--- src/rtl/cluster_centroid_n.sv ---
// cluster_centroid_n: multi-cluster colour tracker.
// Each streamed pixel goes to the nearest reference colour (Manhattan
// distance, within DIST_THRESH) or to background. Per-cluster count and x/y
// sums build up over the frame. At frame end a shared restoring divider
// turns the sums into floor-average centroids while the next frame is
// already being accumulated.
// Optional bounding-box outputs: define CLUSTER_BBOX_EN.
module cluster_centroid_n #(
  parameter int IMG_WIDTH    = 640,
  parameter int IMG_HEIGHT   = 480,
  parameter int NUM_CLUSTERS = 3,
  parameter int COLOR_W      = 12,
  parameter int DIST_THRESH  = 64,
  parameter int MIN_COUNT    = 4,
  localparam int XW = $clog2(IMG_WIDTH),
  localparam int YW = $clog2(IMG_HEIGHT),
  localparam int IW = (NUM_CLUSTERS > 1) ? $clog2(NUM_CLUSTERS) : 1
) (
  input  logic                         clk,
  input  logic                         rst,
  input  logic signed [COLOR_W-1:0]    pixel_r,
  input  logic signed [COLOR_W-1:0]    pixel_g,
  input  logic signed [COLOR_W-1:0]    pixel_b,
  input  logic                         pixel_valid,
  input  logic [XW-1:0]                x,
  input  logic [YW-1:0]                y,
  input  logic                         ref_wr_en,
  input  logic [IW-1:0]                ref_wr_idx,
  input  logic signed [COLOR_W-1:0]    ref_wr_r,
  input  logic signed [COLOR_W-1:0]    ref_wr_g,
  input  logic signed [COLOR_W-1:0]    ref_wr_b,
  output logic [NUM_CLUSTERS*XW-1:0]   centroid_x,
  output logic [NUM_CLUSTERS*YW-1:0]   centroid_y,
  output logic [NUM_CLUSTERS-1:0]      found,
  output logic                         frame_done,
  output logic                         busy,
`ifdef CLUSTER_BBOX_EN
  output logic [NUM_CLUSTERS*XW-1:0]   bbox_xmin,
  output logic [NUM_CLUSTERS*XW-1:0]   bbox_xmax,
  output logic [NUM_CLUSTERS*YW-1:0]   bbox_ymin,
  output logic [NUM_CLUSTERS*YW-1:0]   bbox_ymax,
`endif
  output logic                         overrun
);

  localparam int DW       = COLOR_W + 3;
  localparam int CW       = $clog2(IMG_WIDTH * IMG_HEIGHT + 1);
  localparam int SUM_W    = $clog2(IMG_WIDTH * IMG_WIDTH * IMG_HEIGHT);
  localparam int QW       = (XW > YW) ? XW : YW;
  localparam int SW       = $clog2(2 * NUM_CLUSTERS);
  localparam int BW       = $clog2(SUM_W);
  localparam logic [SW-1:0] LAST_SEL = SW'(2 * NUM_CLUSTERS - 1);
  localparam logic [BW-1:0] LAST_BIT = BW'(SUM_W - 1);
  localparam logic signed [DW-1:0] THRESH = DW'(DIST_THRESH);

  typedef enum logic [1:0] {S_IDLE, S_DIV, S_LOAD} state_t;

  function automatic logic signed [DW-1:0] abs_diff(
    input logic signed [COLOR_W-1:0] a,
    input logic signed [COLOR_W-1:0] b
  );
    logic signed [DW-1:0] t;
    t = {{3{a[COLOR_W-1]}}, a} - {{3{b[COLOR_W-1]}}, b};
    return t[DW-1] ? -t : t;
  endfunction

  // Reference colours.
  logic signed [COLOR_W-1:0] r_ref_r [NUM_CLUSTERS];
  logic signed [COLOR_W-1:0] r_ref_g [NUM_CLUSTERS];
  logic signed [COLOR_W-1:0] r_ref_b [NUM_CLUSTERS];

  // Stage 1: registered pixel position and per-cluster distances.
  logic                 r_s1_valid, r_s1_eof;
  logic [XW-1:0]        r_s1_x;
  logic [YW-1:0]        r_s1_y;
  logic signed [DW-1:0] r_s1_d [NUM_CLUSTERS];

  // Stage 2: winning cluster.
  logic                 w_match;
  logic [IW-1:0]        w_win;
  logic signed [DW-1:0] w_best;
  logic                 r_s2_hit, r_s2_eof;
  logic [IW-1:0]        r_s2_idx;
  logic [XW-1:0]        r_s2_x;
  logic [YW-1:0]        r_s2_y;

  // Stage 3: live accumulators and their values including the stage-2 pixel.
  logic [CW-1:0]    r_cnt [NUM_CLUSTERS];
  logic [SUM_W-1:0] r_sx  [NUM_CLUSTERS];
  logic [SUM_W-1:0] r_sy  [NUM_CLUSTERS];
  logic [NUM_CLUSTERS-1:0] w_hit;
  logic [CW-1:0]    w_fin_cnt [NUM_CLUSTERS];
  logic [SUM_W-1:0] w_fin_sx  [NUM_CLUSTERS];
  logic [SUM_W-1:0] w_fin_sy  [NUM_CLUSTERS];

  // Frame snapshot consumed by the divider.
  logic [CW-1:0]    r_snap_cnt [NUM_CLUSTERS];
  logic [SUM_W-1:0] r_snap_sx  [NUM_CLUSTERS];
  logic [SUM_W-1:0] r_snap_sy  [NUM_CLUSTERS];

  // Divider control and datapath.
  state_t           r_state;
  logic [SW-1:0]    r_sel;
  logic [BW-1:0]    r_bit;
  logic [SUM_W-1:0] r_dvd;
  logic [CW-1:0]    r_rem;
  logic [QW-1:0]    r_quo;
  logic [XW-1:0]    r_qx [NUM_CLUSTERS];
  logic [YW-1:0]    r_qy [NUM_CLUSTERS];
  logic [IW-1:0]    w_cl;
  logic             w_last_bit, w_snap_go, w_ge;
  logic [SUM_W-1:0] w_dvd_in;
  logic [CW-1:0]    w_rem_in, w_divisor, w_rem_nx;
  logic [CW:0]      w_rem_sh;
  logic [QW-1:0]    w_quo_in, w_quo_nx;

  // Published results.
  logic [NUM_CLUSTERS*XW-1:0] r_centroid_x;
  logic [NUM_CLUSTERS*YW-1:0] r_centroid_y;
  logic [NUM_CLUSTERS-1:0]    r_found;
  logic                       r_frame_done, r_busy, r_overrun;

`ifdef CLUSTER_BBOX_EN
  logic [XW-1:0] r_xmin [NUM_CLUSTERS];
  logic [XW-1:0] r_xmax [NUM_CLUSTERS];
  logic [YW-1:0] r_ymin [NUM_CLUSTERS];
  logic [YW-1:0] r_ymax [NUM_CLUSTERS];
  logic [XW-1:0] w_fin_xmin [NUM_CLUSTERS];
  logic [XW-1:0] w_fin_xmax [NUM_CLUSTERS];
  logic [YW-1:0] w_fin_ymin [NUM_CLUSTERS];
  logic [YW-1:0] w_fin_ymax [NUM_CLUSTERS];
  logic [XW-1:0] r_snap_xmin [NUM_CLUSTERS];
  logic [XW-1:0] r_snap_xmax [NUM_CLUSTERS];
  logic [YW-1:0] r_snap_ymin [NUM_CLUSTERS];
  logic [YW-1:0] r_snap_ymax [NUM_CLUSTERS];
  logic [NUM_CLUSTERS*XW-1:0] r_bbox_xmin, r_bbox_xmax;
  logic [NUM_CLUSTERS*YW-1:0] r_bbox_ymin, r_bbox_ymax;
`endif

  // Reference colour table: reset defaults spread across colour space, runtime writable.
  // NOTE: sequential state uses non-blocking (<=) so every register samples pre-edge values.
  always_ff @(posedge clk) begin
    if (rst) begin
      for (int k = 0; k < NUM_CLUSTERS; k++) begin
        r_ref_r[k] <= COLOR_W'(50  + 450 * k);
        r_ref_g[k] <= COLOR_W'(100 + 450 * k);
        r_ref_b[k] <= COLOR_W'(150 + 450 * k);
      end
    end else begin
      for (int k = 0; k < NUM_CLUSTERS; k++) begin
        if (ref_wr_en && ref_wr_idx == IW'(k)) begin
          r_ref_r[k] <= ref_wr_r;
          r_ref_g[k] <= ref_wr_g;
          r_ref_b[k] <= ref_wr_b;
        end
      end
    end
  end

  // Pipeline qualifiers: valid and frame-end flags travel with each pixel.
  always_ff @(posedge clk) begin
    if (rst) begin
      r_s1_valid <= 1'b0;
      r_s1_eof   <= 1'b0;
      r_s2_hit   <= 1'b0;
      r_s2_eof   <= 1'b0;
    end else begin
      r_s1_valid <= pixel_valid;
      r_s1_eof   <= pixel_valid && x == XW'(IMG_WIDTH - 1) && y == YW'(IMG_HEIGHT - 1);
      r_s2_hit   <= r_s1_valid && w_match;
      r_s2_eof   <= r_s1_eof;
    end
  end

  // Pipeline payload: distances against the table as it stood when the pixel arrived.
  // NOTE: payload and snapshot registers carry no reset; they are only read when qualified.
  always_ff @(posedge clk) begin
    r_s1_x   <= x;
    r_s1_y   <= y;
    for (int k = 0; k < NUM_CLUSTERS; k++)
      r_s1_d[k] <= abs_diff(pixel_r, r_ref_r[k]) + abs_diff(pixel_g, r_ref_g[k])
                 + abs_diff(pixel_b, r_ref_b[k]);
    r_s2_idx <= w_win;
    r_s2_x   <= r_s1_x;
    r_s2_y   <= r_s1_y;
  end

  // Nearest in-threshold cluster; strict < keeps the lowest index on ties.
  // NOTE: every always_comb output gets a default first so no latch is inferred.
  always_comb begin
    w_match = 1'b0;
    w_win   = '0;
    w_best  = '0;
    for (int k = 0; k < NUM_CLUSTERS; k++) begin
      if (r_s1_d[k] <= THRESH && (!w_match || r_s1_d[k] < w_best)) begin
        w_match = 1'b1;
        w_win   = IW'(k);
        w_best  = r_s1_d[k];
      end
    end
  end

  // Accumulator values after adding the pixel currently in stage 3.
  always_comb begin
    for (int k = 0; k < NUM_CLUSTERS; k++) begin
      w_hit[k]     = r_s2_hit && r_s2_idx == IW'(k);
      w_fin_cnt[k] = r_cnt[k] + (w_hit[k] ? CW'(1) : CW'(0));
      w_fin_sx[k]  = r_sx[k] + (w_hit[k] ? SUM_W'(r_s2_x) : SUM_W'(0));
      w_fin_sy[k]  = r_sy[k] + (w_hit[k] ? SUM_W'(r_s2_y) : SUM_W'(0));
`ifdef CLUSTER_BBOX_EN
      w_fin_xmin[k] = (w_hit[k] && r_s2_x < r_xmin[k]) ? r_s2_x : r_xmin[k];
      w_fin_xmax[k] = (w_hit[k] && r_s2_x > r_xmax[k]) ? r_s2_x : r_xmax[k];
      w_fin_ymin[k] = (w_hit[k] && r_s2_y < r_ymin[k]) ? r_s2_y : r_ymin[k];
      w_fin_ymax[k] = (w_hit[k] && r_s2_y > r_ymax[k]) ? r_s2_y : r_ymax[k];
`endif
    end
  end

  // Live accumulators: restart at every frame end whether or not the divider takes the snapshot.
  always_ff @(posedge clk) begin
    for (int k = 0; k < NUM_CLUSTERS; k++) begin
      if (rst || r_s2_eof) begin
        r_cnt[k] <= '0;
        r_sx[k]  <= '0;
        r_sy[k]  <= '0;
`ifdef CLUSTER_BBOX_EN
        r_xmin[k] <= '1;
        r_xmax[k] <= '0;
        r_ymin[k] <= '1;
        r_ymax[k] <= '0;
`endif
      end else begin
        r_cnt[k] <= w_fin_cnt[k];
        r_sx[k]  <= w_fin_sx[k];
        r_sy[k]  <= w_fin_sy[k];
`ifdef CLUSTER_BBOX_EN
        r_xmin[k] <= w_fin_xmin[k];
        r_xmax[k] <= w_fin_xmax[k];
        r_ymin[k] <= w_fin_ymin[k];
        r_ymax[k] <= w_fin_ymax[k];
`endif
      end
    end
  end

  assign w_snap_go = r_s2_eof && r_state == S_IDLE;

  // Capture the finished frame for the divider.
  always_ff @(posedge clk) begin
    if (w_snap_go) begin
      for (int k = 0; k < NUM_CLUSTERS; k++) begin
        r_snap_cnt[k] <= w_fin_cnt[k];
        r_snap_sx[k]  <= w_fin_sx[k];
        r_snap_sy[k]  <= w_fin_sy[k];
`ifdef CLUSTER_BBOX_EN
        r_snap_xmin[k] <= w_fin_xmin[k];
        r_snap_xmax[k] <= w_fin_xmax[k];
        r_snap_ymin[k] <= w_fin_ymin[k];
        r_snap_ymax[k] <= w_fin_ymax[k];
`endif
      end
    end
  end

  // One restoring step; the first step of each quotient starts from the snapshot.
  always_comb begin
    w_cl       = IW'(r_sel >> 1);
    w_last_bit = r_bit == LAST_BIT;
    w_divisor  = r_snap_cnt[w_cl];
    if (r_bit == '0) begin
      w_dvd_in = r_sel[0] ? r_snap_sy[w_cl] : r_snap_sx[w_cl];
      w_rem_in = '0;
      w_quo_in = '0;
    end else begin
      w_dvd_in = r_dvd;
      w_rem_in = r_rem;
      w_quo_in = r_quo;
    end
    w_rem_sh = {w_rem_in, w_dvd_in[SUM_W-1]};
    w_ge     = w_rem_sh >= {1'b0, w_divisor};
    w_rem_nx = w_ge ? CW'(w_rem_sh - {1'b0, w_divisor}) : w_rem_sh[CW-1:0];
    w_quo_nx = (w_quo_in << 1) | QW'(w_ge);
  end

  // Divider datapath; an empty cluster keeps the same cycle budget but yields 0.
  always_ff @(posedge clk) begin
    if (r_state == S_DIV) begin
      r_dvd <= w_dvd_in << 1;
      r_rem <= w_rem_nx;
      r_quo <= w_quo_nx;
      if (w_last_bit) begin
        if (r_sel[0]) r_qy[w_cl] <= (w_divisor == '0) ? '0 : w_quo_nx[YW-1:0];
        else          r_qx[w_cl] <= (w_divisor == '0) ? '0 : w_quo_nx[XW-1:0];
      end
    end
  end

  // Frame FSM: IDLE -> DIV (x0,y0,x1,y1,...) -> LOAD, with registered outputs.
  always_ff @(posedge clk) begin
    if (rst) begin
      r_state      <= S_IDLE;
      r_sel        <= '0;
      r_bit        <= '0;
      r_busy       <= 1'b0;
      r_frame_done <= 1'b0;
      r_overrun    <= 1'b0;
      r_found      <= '0;
      r_centroid_x <= '0;
      r_centroid_y <= '0;
`ifdef CLUSTER_BBOX_EN
      r_bbox_xmin  <= '0;
      r_bbox_xmax  <= '0;
      r_bbox_ymin  <= '0;
      r_bbox_ymax  <= '0;
`endif
    end else begin
      r_frame_done <= 1'b0;
      if (r_s2_eof && r_state != S_IDLE) r_overrun <= 1'b1;
      case (r_state)
        S_IDLE: begin
          if (w_snap_go) begin
            r_state <= S_DIV;
            r_sel   <= '0;
            r_bit   <= '0;
            r_busy  <= 1'b1;
          end
        end
        S_DIV: begin
          if (w_last_bit) begin
            r_bit <= '0;
            if (r_sel == LAST_SEL) r_state <= S_LOAD;
            else                   r_sel   <= r_sel + SW'(1);
          end else begin
            r_bit <= r_bit + BW'(1);
          end
        end
        S_LOAD: begin
          for (int k = 0; k < NUM_CLUSTERS; k++) begin
            r_found[k] <= r_snap_cnt[k] >= CW'(MIN_COUNT);
            if (r_snap_cnt[k] >= CW'(MIN_COUNT)) begin
              r_centroid_x[k*XW +: XW] <= r_qx[k];
              r_centroid_y[k*YW +: YW] <= r_qy[k];
`ifdef CLUSTER_BBOX_EN
              r_bbox_xmin[k*XW +: XW] <= r_snap_xmin[k];
              r_bbox_xmax[k*XW +: XW] <= r_snap_xmax[k];
              r_bbox_ymin[k*YW +: YW] <= r_snap_ymin[k];
              r_bbox_ymax[k*YW +: YW] <= r_snap_ymax[k];
`endif
            end
          end
          r_frame_done <= 1'b1;
          r_busy       <= 1'b0;
          r_state      <= S_IDLE;
        end
        default: r_state <= S_IDLE;
      endcase
    end
  end

  assign centroid_x = r_centroid_x;
  assign centroid_y = r_centroid_y;
  assign found      = r_found;
  assign frame_done = r_frame_done;
  assign busy       = r_busy;
  assign overrun    = r_overrun;
`ifdef CLUSTER_BBOX_EN
  assign bbox_xmin  = r_bbox_xmin;
  assign bbox_xmax  = r_bbox_xmax;
  assign bbox_ymin  = r_bbox_ymin;
  assign bbox_ymax  = r_bbox_ymax;
`endif

endmodule

--- config.mk ---
export PLATFORM = sky130hd
export DESIGN_NAME = cluster_centroid_n
export DESIGN_NICKNAME = d
export VERILOG_FILES = /design/src/rtl/cluster_centroid_n.sv
export SDC_FILE = /design/constraint.sdc
export NUM_CORES = 2
export LEC_CHECK = 0
export CORE_ASPECT_RATIO = 0.7
export CORE_MARGIN = 4
export CORE_UTILIZATION = 56
export CTS_CLUSTER_DIAMETER = 120
export DETAILED_ROUTE_END_ITERATION = 6
export GPL_TIMING_DRIVEN = 0
export HOLD_SLACK_MARGIN = 0.08
export PLACE_DENSITY = 0.75
export REMOVE_ABC_BUFFERS = 1
export SYNTH_ARGS = -nofsm -noshare
export SYNTH_HDL_FRONTEND = slang
export SYNTH_SLANG_ARGS = --single-unit
--- constraint.sdc ---
create_clock -name clk -period 28.3 [get_ports clk]
set_input_delay 5.66 -clock clk [delete_from_list [all_inputs] [get_ports clk]]
set_output_delay 5.66 -clock clk [all_outputs]
set_load 0.02 [all_outputs]
==> impl_metrics.tcl <==
set metrics [dict create \
    status "finished clean" \
    clock_path_buffers 3 \
    comb_power_share_pct 36.6 \
    global_route.usage.total_pct 25.40 \
    clk_pin_slew_worst_paths_ns 0.06 \
    mappedNetlistArea_um2 44720 \
    synth.top_cells.by_area "edfxtp_1, dfxtp_1, ha_1" \
    switching_share_pct 34.09 \
    cts.sink_count 834 \
    core_region_area_um2 78870 \
    yosysTopAreaCell "edfxtp_1" \
    ff_to_ff_start "r_s1_d[0][2]" \
    min_delay_worst_endpoint "r_s2_y[0]" \
    final_core_utilization_pct 64.48 \
    ir_drop_uv 72.73 \
    static-leakage-power_nw 20.02 \
    element_type_at_the_critical_path_start "input port" \
    place.detailed.instances 5397 \
    combinational_family_with_the_most_area_after_synthesis "simple AND/OR/NAND/NOR gates" \
    synth_ff_type "edfxtp_1" \
    worst_path_max_delay_cell "a31oi_1" \
    worst_slew_pin_slew_ns 1.350 \
    synth_cell_types 82 \
    endpoint_kind "flop" \
    synth-xor-area-share_pct 7.717 \
    worstPathRequired_ns 28.79 \
    critical_path.cell_chain "clkdlybuf4s50_1 -> inv_1 -> ha_1 -> inv_1 -> fa_1 -> a21o_1 -> a21boi_0 -> o21ai_0 -> o41ai_1 -> nand2b_1 -> a31oi_1 -> nor2_1 -> xnor2_1 -> fa_1 -> ha_1 -> a21o_1 -> a21oi_1 -> o21ai_0 -> a31o_2 -> a311o_1 -> a31oi_1 -> o21bai_1 -> xor2_1" \
    arrival_ns 11.92 \
    cap_violations 0 \
    worstRegToRegCells 22 \
    power-per-cell-area_nw_per_um2 77.82 \
    critical_path.max_stage_delay_ns 0.90 \
    fin_worst_skew_ns 0.03864 \
    synth_enable_flop_cells 445 \
    placement.io_buffers 159 \
    synthMostInstantiatedCell "edfxtp_1" \
    ios 160 \
    power_mw 3.958 \
    routed-via-count 31678 \
    seq_power_share_pct 35.3 \
    grt_max_degree 95 \
    yosysWarningCount 0 \
    final_min_period_over_clock_period_pct 40.37 \
    area.growth.synth_to_final_pct 13.73 \
    tritoncts "built" \
    synth_top_cells_by_count "edfxtp_1, dfxtp_1, nor2_1" \
    drt-total-wl_um 108600 \
    yosys.area_share.simple_pct 16.49 \
    timing.slew.headroom_pct 9.423 \
    fp.dieArea_um2 84510 \
    drt_iter0_markers 2717 \
    grt_pass1_wl_um 169700 \
    placed_area_um2 48070 \
    preCtsSetupSlack_ns 16.31 \
    achievable-frequency_mhz 87.52 \
    hold-path-cell-count 0 \
    synthesis.instances 4239 \
    chipHeight_um 244.4 \
    cts_max_level 3 \
    drt-pass1-iter-count 6 \
    routed_wire_length_per_instance_um 19.56 \
    starting_density_pct 56.70 \
    worstHoldStart "r_s1_y[0]" \
    synthMuxAreaShare_pct 5.106 \
    rsz_0062_raised_after_global_routing "no" \
    gp_routability_congestion 0.9643 \
    num_cts_buffers 80 \
    finalNetCount 4852 \
    worst_slack_ns 16.87 \
    ant_nets 0 \
    critPathKind "in2reg" \
    die_w_um 345.8 \
    drc_errors 0 \
    placementRows 86 \
    fin_setup_tns_ns 0 \
    ff2ff_setup_slack_ns 21.46 \
    pins_over_their_slew_limit 0 \
    worst_hold_path_type "reg2reg" \
    grt_overflow 0 \
    post-cts-setup-buffers 0 \
    cts_root_buffer "clkbuf_16" \
    finalHoldWorstSlack_ns 0.3276 \
    crit_path_max_fanout 12 \
    vias_per_cell 5.708 \
    timing.final.hold_violations 0 \
    cts_resized 0 \
    async_flop_share_pct 0 \
    worst_skew_pair.late_latency_ns 0.64 \
    period_needed_ns 11.43 \
    synth.avg_cell_area_um2 10.55 \
    first_global_vias 30271 \
    final_setup_viols 0 \
    holdBufCountCts 0 \
    final_layout_size_suffix_gt1_share_pct 6.815 \
    synth_top_area_share_pct 29.88 \
    yosysSeqAreaShare_pct 47.30 \
    post-dp-hpwl_um 82610 \
    synth-adder-area-share_pct 10.29 \
    regToRegEndpoint "r_s2_idx[0]" \
    clkPwrFrac_pct 28.1 \
    power.internal_mw 2.608 \
    p_sw_mw 1.349 \
    grt_antenna_before_repair 6 \
    final_design_area_no_fill_um2 50860 \
    ys_seq_elements 834 \
    synth_compound_gate_area_share_pct 9.835 \
    finish.cell_count_without_fillers 5550 \
]
worst max-delay path, delay by kind of cell:
kind	cells	cell delay (ns)
AOI/OAI and AO/OA	12	3.08
xor gates and xnor gates	2	0.92
adders and majority gates	4	1.33
buffers and inverters	3	0.62
and+or+nand+nor	2	0.28
kinds of logic (layout without fill, tap and decap cells):
group                      after synthesis  after routing
and+or+nand+nor                       1426           1426
DFF                                    834            834
AOI/OAI and AO/OA                      676            676
xor gates and xnor gates               394            394
buffers and inverters                  386            630
adders and majority gates              331            331
muxes                                  190            190
other                                    2             13
state kept, by name, indices dropped and copies added (netlist names), 45 cells and up, named ones only:
| signal | count |
|---|---|
| r_cnt | 57 |
| r_sx | 84 |
| r_sy | 84 |
| r_snap_sy | 84 |
| r_snap_sx | 84 |
| r_s1_d | 45 |
| r_snap_cnt | 57 |
layout make-up:
class | instances | area, um2
Multi-Input combinational cell | 3026 | 22270
Fill cell | 6041 | 28010
Clock buffer | 116 | 2450
Sequential cell | 834 | 21160
Antenna cell | 4 | 10.01
Tap cell | 1056 | 1321
Clock inverter | 32 | 310.3
Inverter | 272 | 1021
Timing Repair Buffer | 210 | 2321
cells in the final DEF (no fill, tap or decap), types with 51 or more instances in the layout:
cell type | synthesis | layout
inv_1 | 271 | 270
nand3_1 | 90 | 90
mux2i_1 | 137 | 137
or3_1 | 51 | 51
and2_1 | 311 | 311
xor2_1 | 148 | 148
a21oi_1 | 172 | 172
nor3_1 | 88 | 83
nor2_1 | 325 | 323
xnor2_1 | 246 | 246
nand2_1 | 271 | 271
dfxtp_1 | 389 | 385
fa_1 | 61 | 61
ha_1 | 270 | 270
o21ai_0 | 148 | 148
clkdlybuf4s50_1 | 0 | 158
edfxtp_1 | 445 | 445
clkbuf_16 | 0 | 89
layer usage:
layer | track usage, % | up-vias | share of wire (%)
met2 | 35.34 | 1083 | 39
met1 | 38.60 | 15060 | 48
li1 | - | 15401 | -
met3 | 8.215 | 132 | 11
met5 | 0 | - | 0.012
met4 | 5.341 | 2 | 1.7
power groups by stage:
stage	logic [mW]	registers [mW]	clock network (mW)
final	1.45	1.40	1.11
after floorplan	1.06	1.40	0
after global placement	1.38	1.42	0
after global routing	1.61	1.40	1.18
after CTS	1.42	1.40	1.13
after detailed placement	1.41	1.42	0
worst max-delay path by stage:
stage	start	to	slack, ns	cells after the start
after floorplan	r_s2_eof	r_snap_cnt[0][0]	9.95	1
after global placement	r_s2_eof	r_snap_sy[0][0]	2.00	1
after detailed placement	pixel_b[0]	r_s1_d[0][14]	16.31	23
after CTS	pixel_b[0]	r_s1_d[0][14]	16.92	23
after global routing	pixel_b[0]	r_s1_d[0][28]	16.42	24
final	pixel_b[0]	r_s1_d[0][29]	16.87	23
Note: power is estimated with default switching activity, not from simulation.
